`src/rtl/uart_pkg.sv`:
```
`default_nettype none
// ============================================================================
// Module      : uart_pkg
// Description : Shared UART definitions used by the receive and transmit
//               sides: FSM state encodings and the data-bits-per-frame count.
// Revision    : 1.0  initial release
// ============================================================================
package uart_pkg;

  typedef enum logic [2:0] {
    IDLE      = 3'd0,
    START     = 3'd1,
    DATA      = 3'd2,
    STOP      = 3'd3,
    WAIT_HIGH = 3'd4
  } uart_state_e;

  localparam int DATA_BITS = 8;

endpackage
`default_nettype wire

```
`src/rtl/sync2ff.sv`:
```
`default_nettype none
// ============================================================================
// Module      : sync2ff
// Description : Two-flop synchronizer for a single asynchronous input bit.
//               Both flops reset to RST_VAL so the output shows the line's
//               idle level straight out of reset.
// Ports       : clk  - destination clock
//               rst  - asynchronous active-high reset
//               d_i  - asynchronous input
//               q_o  - synchronized output (2 clocks of latency)
// Revision    : 1.0  initial release
// ============================================================================
module sync2ff #(
  parameter logic RST_VAL = 1'b1
) (
  input  logic clk,
  input  logic rst,
  input  logic d_i,
  output logic q_o
);

  logic meta_q;
  logic sync_q;

  always_ff @(posedge clk or posedge rst) begin
    if (rst) begin
      meta_q <= RST_VAL;
      sync_q <= RST_VAL;
    end else begin
      meta_q <= d_i;
      sync_q <= meta_q;
    end
  end

  assign q_o = sync_q;

endmodule
`default_nettype wire

```
`src/rtl/uart_rx_8n1.sv`:
```
`default_nettype none
// ============================================================================
// Module      : uart_rx_8n1
// Description : UART 8N1 receiver. Synchronizes rx, detects the start edge,
//               samples each bit mid-period using an internal bit-period
//               counter and delivers each good byte with a one-cycle strobe.
// Ports       : clk         - system clock, rising edge
//               rst         - asynchronous active-high reset
//               rx          - serial line, idle high, asynchronous
//               rxbyte      - last correctly framed byte (LSB first on line)
//               rxdone      - one-cycle pulse when rxbyte is updated
//               framing_err - level, last frame had a low stop bit
//               busy        - high whenever the receiver is not idle
// Options     : UART_RX_MAJORITY_EN - when defined, every bit sample is the
//               2-of-3 majority of the synchronized line over the sample
//               cycle and the two cycles before it.
// Revision    : 1.0  initial release
// ============================================================================
module uart_rx_8n1
  import uart_pkg::*;
#(
  parameter int              SIZE  = 10,
  parameter logic [SIZE-1:0] LIMIT = 10'd625
) (
  input  logic       clk,
  input  logic       rst,
  input  logic       rx,
  output logic [7:0] rxbyte,
  output logic       rxdone,
  output logic       framing_err,
  output logic       busy
);

  localparam logic [SIZE-1:0] CNT_ONE  = SIZE'(1);
  // Start bit is checked half a period in so later samples land mid-bit.
  localparam logic [SIZE-1:0] HALF_END = (LIMIT >> 1) - CNT_ONE;
  localparam logic [SIZE-1:0] BIT_END  = LIMIT - CNT_ONE;
  localparam logic [2:0]      LAST_BIT = 3'(DATA_BITS - 1);

  logic rxs;
  logic sample;

  sync2ff #(
    .RST_VAL (1'b1)
  ) u_rx_sync (
    .clk (clk),
    .rst (rst),
    .d_i (rx),
    .q_o (rxs)
  );

`ifdef UART_RX_MAJORITY_EN
  // Two previous rxs values; together with the current rxs they form the
  // three-cycle window voted on at each sample point.
  logic [1:0] hist_q;

  always_ff @(posedge clk or posedge rst) begin
    if (rst) begin
      hist_q <= 2'b11;
    end else begin
      hist_q <= {hist_q[0], rxs};
    end
  end

  assign sample = (rxs & hist_q[0]) | (rxs & hist_q[1]) | (hist_q[0] & hist_q[1]);
`else
  assign sample = rxs;
`endif

  uart_state_e          state_q, state_d;
  logic [SIZE-1:0]      cnt_q, cnt_d;
  logic [2:0]           bit_q, bit_d;
  logic [DATA_BITS-1:0] shift_q, shift_d;
  logic [7:0]           rxbyte_q, rxbyte_d;
  logic                 rxdone_q, rxdone_d;
  logic                 ferr_q, ferr_d;

  always_ff @(posedge clk or posedge rst) begin
    if (rst) begin
      state_q  <= IDLE;
      cnt_q    <= '0;
      bit_q    <= '0;
      shift_q  <= '0;
      rxbyte_q <= 8'h00;
      rxdone_q <= 1'b0;
      ferr_q   <= 1'b0;
    end else begin
      state_q  <= state_d;
      cnt_q    <= cnt_d;
      bit_q    <= bit_d;
      shift_q  <= shift_d;
      rxbyte_q <= rxbyte_d;
      rxdone_q <= rxdone_d;
      ferr_q   <= ferr_d;
    end
  end

  always_comb begin
    state_d  = state_q;
    cnt_d    = cnt_q;
    bit_d    = bit_q;
    shift_d  = shift_q;
    rxbyte_d = rxbyte_q;
    rxdone_d = 1'b0;
    ferr_d   = ferr_q;

    case (state_q)
      IDLE: begin
        if (!rxs) begin
          state_d = START;
          cnt_d   = '0;
          ferr_d  = 1'b0;
        end
      end

      START: begin
        if (cnt_q == HALF_END) begin
          cnt_d = '0;
          if (!sample) begin
            state_d = DATA;
            bit_d   = '0;
          end else begin
            // Line went back high before mid-start: treat as a glitch.
            state_d = IDLE;
          end
        end else begin
          cnt_d = cnt_q + CNT_ONE;
        end
      end

      DATA: begin
        if (cnt_q == BIT_END) begin
          cnt_d   = '0;
          shift_d = {sample, shift_q[DATA_BITS-1:1]};
          bit_d   = bit_q + 3'd1;
          if (bit_q == LAST_BIT) begin
            state_d = STOP;
          end
        end else begin
          cnt_d = cnt_q + CNT_ONE;
        end
      end

      STOP: begin
        if (cnt_q == BIT_END) begin
          cnt_d = '0;
          if (sample) begin
            rxbyte_d = shift_q;
            rxdone_d = 1'b1;
            state_d  = IDLE;
          end else begin
            ferr_d  = 1'b1;
            state_d = WAIT_HIGH;
          end
        end else begin
          cnt_d = cnt_q + CNT_ONE;
        end
      end

      WAIT_HIGH: begin
        // A held-low line (break) must return high before a new start
        // edge can be recognised.
        cnt_d = '0;
        if (rxs) begin
          state_d = IDLE;
        end
      end

      default: begin
        state_d = IDLE;
        cnt_d   = '0;
      end
    endcase
  end

  assign rxbyte      = rxbyte_q;
  assign rxdone      = rxdone_q;
  assign framing_err = ferr_q;
  assign busy        = (state_q != IDLE);

endmodule
`default_nettype wire
```
`config.mk`:
```
export PLATFORM = sky130hd
export DESIGN_NAME = uart_rx_8n1
export DESIGN_NICKNAME = d
export VERILOG_FILES = /design/src/rtl/uart_pkg.sv /design/src/rtl/sync2ff.sv /design/src/rtl/uart_rx_8n1.sv
export SDC_FILE = /design/constraint.sdc
export NUM_CORES = 1
export LEC_CHECK = 0
export ABC_AREA = 1
export CORE_ASPECT_RATIO = 0.8
export CORE_UTILIZATION = 50
export DETAILED_ROUTE_END_ITERATION = 16
export GPL_ROUTABILITY_DRIVEN = 0
export PLACE_DENSITY = 0.7
export SKIP_LAST_GASP = 1
export SYNTH_ARGS = -nofsm -noshare
export SYNTH_HDL_FRONTEND = slang
export SYNTH_HIERARCHICAL = 1
export SYNTH_SLANG_ARGS = --single-unit
```
`constraint.sdc`:
```
create_clock -name clk -period 2.9 [get_ports clk]
set_input_delay 0.58 -clock clk [delete_from_list [all_inputs] [get_ports clk]]
set_output_delay 0.58 -clock clk [all_outputs]
set_load 0.005 [all_outputs]
```
# --- After elaboration in Yosys (flattened, before gate mapping) ---
# Index checks and enable logic that the tools add are counted.
totals:
  input_bits: 3
  out_inout_bits: 11
  elab_cells: 60
  ff_bits: 36
op_classes:
  add_sub_neg: 2
  n_eq_ne: 15
  mux: 24
  n_reduce_logical: 10
ops:
  columns: ["operator", "n"]
  rows:
  - ["two-way mux 10 bit", 3]
  - ["two-way mux 3 bit", 10]
  - ["one-hot mux 10 bit (3 select lines)", 1]
  - ["one-hot mux 3 bit (5 select lines)", 1]
  - ["!= test 2 bit, second input constant", 7]
  - ["adder 10 x 1 -> 10 bit, second input constant", 1]
  - ["== test 10 bit, second input constant", 1]
  - ["== test 10 x 9 -> 1 bit, second input constant", 1]
  - ["AND reduction 4 bit", 2]
  - ["== test 3 x 2 -> 1 bit, second input constant", 2]
  - ["== test 3 bit, second input constant", 2]
  - ["two-way mux 1 bit", 6]
  - ["one-hot mux 3 bit (2 select lines)", 1]
  - ["AND reduction 6 bit", 1]
  - ["nonzero test 2 bit", 2]
  - ["adder 3 x 1 -> 3 bit, second input constant", 1]
  - ["== test 3 x 1 -> 1 bit, second input constant", 1]
  - ["zero test 3 bit", 1]
  - ["AND reduction 3 bit", 1]
  - ["nonzero test 3 bit", 1]
  - ["two-way mux 2 bit", 1]
  - ["!= test 2 x 1 -> 1 bit, second input constant", 1]
  - ["one-hot mux 1 bit (2 select lines)", 1]
  - ["AND reduction 2 bit", 1]
  - ["OR reduction 2 bit", 1]

# --- Longest topological paths before layout ---
logic_depth:
  ltp_word: 4
  mapped_depth: 11
  ltp_nobuf: 11

# --- Cells and area by module ---
# The synthesis kept the hierarchy.
by_module_without_submodules:
  columns: ["mod", "n_inst", "seq_area_each_um2", "cells_each", "area_each_um2"]
  rows:
  - ["uart_rx_8n1", 1, 850.8, 224, 1744.2]
  - ["sync2ff", 1, 52.6, 3, 56.3]

# --- Least setup slack after synthesis ---
# Ideal clock, no wire load.
synth_timing:
  kind: "register to register"
  startpoint: "reg cnt_q[0]"
  endpoint: "reg rxbyte_q[2], in the netlist rxbyte[2]"
  period_less_slack_ns: 1.590
  arrival_time_ns: 1.464
  required_ns: 2.774
  setup_time_ns: 0.126
  path_buffers: 1
  stages_incl_launch_ff: 9
  slack_ns: 1.310
  path_cell_list: "dfrtp_1 inv_1 ha_1 inv_1 nor3_1 nand3_2 nor3_4 buf_6 o21ai_0"
synth_between:
  elab_chain_cells: 2
synth_lines:
  columns: ["element", "line_no", "text"]
  rows:
  - ["start: declaration", "uart_rx_8n1.sv:71", "logic [SIZE-1:0] cnt_q, cnt_d;"]
  - ["start signal: assignment", "uart_rx_8n1.sv:89", "cnt_q <= cnt_d;"]
  - ["== test 10 bit", "uart_rx_8n1.sv:145", "if (cnt_q == BIT_END) begin"]
  - ["AND reduction 3 bit (no source line)", null, null]
  - ["end signal: assignment", "uart_rx_8n1.sv:92", "rxbyte_q <= rxbyte_d;"]
  - ["end: declaration", "uart_rx_8n1.sv:74", "logic [7:0] rxbyte_q, rxbyte_d;"]
# No other way between the ends.
# A chain may end at the register's enable or synchronous reset.

# --- Final worst setup path ---
layout_timing:
  startpoint: "reg state_q[2]"
  endpoint: "out busy"
layout_between:
  elab_chain_cells: 1
layout_lines:
  columns: ["element", "line_no", "text"]
  rows:
  - ["start: declaration", "uart_rx_8n1.sv:70", "uart_state_e state_q, state_d;"]
  - ["start signal: assignment", "uart_rx_8n1.sv:88", "state_q <= state_d;"]
  - ["nonzero test 3 bit", "uart_rx_8n1.sv:179", "assign busy = (state_q != IDLE);"]
  - ["end: declaration", "uart_rx_8n1.sv:31", "output logic busy"]
# No other way between the ends.

==> results.sh <==
export IMPL_grt_start_max_net_pins=35
export IMPL_drtAntennaViolNets=0
export IMPL_antenna_cells=0
export IMPL_required_ps=2320
export IMPL_synth_area_mm2=0.001800
export IMPL_swShare_pct=17.99
export IMPL_drive_gt1_share_pct=10.08
export IMPL_cts_tree="built"
export IMPL_wl_per_cell_um=11.43
export IMPL_drc_errors=0
export IMPL_drt_wl_total_um=3314
export IMPL_syn_area_per_cell_um2=7.932
export IMPL_max_freq_mhz=474.4
export IMPL_overflow=0
export IMPL_rows=19
export IMPL_vias=1464
export IMPL_worst_hold_slack_ps=359.9
export IMPL_grtUsageTotal_pct=19.29
export IMPL_syn_inst=227
export IMPL_synth_nets=234
export IMPL_crit_path_start_kind="flip-flop"
export IMPL_die_area_mm2=0.003846
export IMPL_combPwrFrac_pct=1.5
export IMPL_ios=14
export IMPL_numClockSinks=36
export IMPL_finalSetupTns_ps=0
export IMPL_endpoint_kind="primary output"
export IMPL_via_per_inst=5.048
export IMPL_min_path_type="reg -> reg"
export IMPL_dp_final_hpwl_um=2441
export IMPL_synth_seq_area_share_pct=50.17
export IMPL_rsz0062_at_grt="no"
export IMPL_cts_root_buf="clkbuf_8"
export IMPL_drt_iter0_markers=124
export IMPL_synth_seq_cells=36
export IMPL_p_int_uw=811.8
export IMPL_path_depth=3
export IMPL_grt_pass1_vias=1311
export IMPL_crit_family="buffers and inverters"
export IMPL_clk_pin_slew_worst_paths_ps=60
export IMPL_outcome="completed"
export IMPL_hold_viol=0
export IMPL_placed_cells_incl_taps=282
export IMPL_die_h_um=55.67
export IMPL_slew_violations=0
export IMPL_antenna_found_initial=0
export IMPL_finClkSkew_ps=7.703
export IMPL_critPathBufInv=1
export IMPL_final_period_utilization_pct=72.69
export IMPL_p_leak_uw=0.001022
export IMPL_stdcell_count=290
export IMPL_maxCapViolCount=0
export IMPL_vdd_ir_drop_worst_v=0.0002893
export IMPL_firstDrtPassIters=4
export IMPL_cts_inserted_buffers=5
export IMPL_seqPwrFrac_pct=51.1
export IMPL_fill_cells=299
export IMPL_max_slew_margin_rel_pct=59.95
export IMPL_cts_hold_buf=0
export IMPL_place_ws_ps=978.4
export IMPL_whs_path_depth=0
export IMPL_ys_types=21
export IMPL_setup_viol=0
export IMPL_cpPeakStageDelay_ps=450
export IMPL_worstMarginPinSlew_ps=598.8
export IMPL_p_clk_share_pct=47.3
export IMPL_final_net_count=254
export IMPL_initial_core_util_pct=52.23
export IMPL_core_mm2=0.003447
export IMPL_crit_arrival_ps=1530
export IMPL_clockBufferDepth=2
export IMPL_period_needed_ps=2108
export IMPL_crit_path_top_delay_cell="clkdlybuf4s50_1"
export IMPL_clk_latency_ps=280
export IMPL_rr_worst_depth=8
export IMPL_portBuffers=13
export IMPL_area_delta_synth_final_pct=16.96
export IMPL_h_tree_depth=2
export IMPL_ys_warn_count=6
export IMPL_die_w_um=69.09
export IMPL_ctsResizeCount=0
export IMPL_crit_type="reg -> out"
export IMPL_post_route_util_pct=61.09
export IMPL_grt_pass1_wl_um=5844
export IMPL_crit_chain="nor2_2, nand2_1, clkdlybuf4s50_1"
export IMPL_power_density_mw_per_mm2=470.1
export IMPL_crit_fanout=5
export IMPL_fin_ws_ps=791.9
export IMPL_cts_setup_buffers=0
export IMPL_switchingPower_uw=178.1
[worst register-to-register path: cells and delay by family (launching register included)]
kind | cells | cell delay (ps)
DFF | 1 | 430
adders and majority gates | 1 | 160
AOI/OAI and AO/OA | 1 | 100
and+or+nand+nor | 4 | 950
buffers and inverters | 2 | 180
[layer usage]
layer	vias up	global-route usage, %	wire length [µm]
met2	50	27.74	1414
met5	-	0	0
met3	2	7.065	195
met1	662	27.92	1680
met4	0	4.373	23
li1	750	-	-
[kinds of logic (layout without fill, tap and decap cells)]
group | count (synthesis) | count (layout) | synth area share [%]
compound gates | 25 | 25 | 7.505
xor+xnor | 4 | 4 | 1.946
fa+ha+maj | 4 | 4 | 2.780
buf+inv | 39 | 60 | 8.548
flops | 36 | 36 | 50.17
simple gates | 119 | 119 | 29.05
[power groups by stage]
stage / Clock [µW] / Sequential (µW) / Combinational (µW)
finish: 469 / 506 / 15.1
floorplan: 0 / 515 / 9.23
global route: 507 / 506 / 17.7
CTS: 482 / 506 / 15.9
detailed placement: 0 / 516 / 15.9
global placement: 0 / 516 / 16.0
[cell usage after synthesis]
| library cell | instances | area (µm²) |
|---|---|---|
| nor3_1 | 6 | 30.03 |
| o21ai_2 | 2 | 17.52 |
| buf_6 | 1 | 11.26 |
| o21ai_0 | 15 | 75.07 |
| dfstp_2 | 2 | 52.55 |
| nor2_1 | 29 | 108.9 |
| nor3_4 | 1 | 16.27 |
| nand2_1 | 58 | 217.7 |
| nand4_1 | 4 | 25.02 |
| a21oi_1 | 7 | 35.03 |
| nand3_1 | 12 | 60.06 |
| ha_1 | 4 | 50.05 |
| dfrtp_1 | 34 | 850.8 |
| nand2_2 | 3 | 18.77 |
| inv_1 | 35 | 131.4 |
| nand3b_1 | 1 | 7.510 |
| nand3_2 | 2 | 20.02 |
| nor2_2 | 3 | 18.77 |
| o211ai_1 | 1 | 7.510 |
| xor2_1 | 4 | 35.03 |
| inv_2 | 3 | 11.26 |
[layout make-up]
class	instances	area, µm²	share of cell area, %
Tap cell	42	52.55	2.496
Timing Repair Buffer	14	137.6	6.536
Inverter	38	142.6	6.774
Multi-Input combinational cell	152	743.2	35.29
Clock inverter	1	30.03	1.426
Clock buffer	7	96.34	4.575
Sequential cell	36	903.4	42.90
[registers in the layout, summed over array words and instances, names as in the netlist]
signal,count
bit_q,3
rxbyte,8
u_rx_sync/meta_q,1
cnt_q,10
state_q,3
shift_q,8
framing_err,1
u_rx_sync/q_o,1
rxdone,1
[cells in the final DEF (no fill, tap or decap), types with 4 or more instances in the layout]
cell,count
a21oi_1,7
clkbuf_8,7
clkdlybuf4s50_1,13
dfrtp_1,34
ha_1,4
inv_1,35
nand2_1,58
nand3_1,12
nand4_1,4
nor2_1,29
nor3_1,6
o21ai_0,15
xor2_1,4
[per-stage QoR]
| stage | area [µm²] | power, µW |
|---|---|---|
| final | 2106 | 989.8 |
| after CTS | 2106 | 1004 |
| after global routing | 2106 | 1031 |
| after floorplan | 1800 | 524.3 |
| after detailed placement | 1979 | 531.6 |
| after global placement | 1979 | 531.8 |
[path summary, 6_finish.rpt]
path	startpoint	endpoint	slack [ps]
min in group asynchronous	rst	u_rx_sync/meta_q$_DFF_PP1_	650
setup / recovery	state_q[2]$_DFFE_PP0P_	busy	790
hold / removal	u_rx_sync/meta_q$_DFF_PP1_	u_rx_sync/q_o$_DFF_PP1_	360
hold reg to reg	u_rx_sync/meta_q$_DFF_PP1_	u_rx_sync/q_o$_DFF_PP1_	360
max in group asynchronous	rst	rxbyte[5]$_DFFE_PP0P_	1890
setup reg to reg	cnt_q[0]$_DFFE_PP0N_	rxbyte[6]$_DFFE_PP0P_	1000
(Power assumes the default switching activity.)
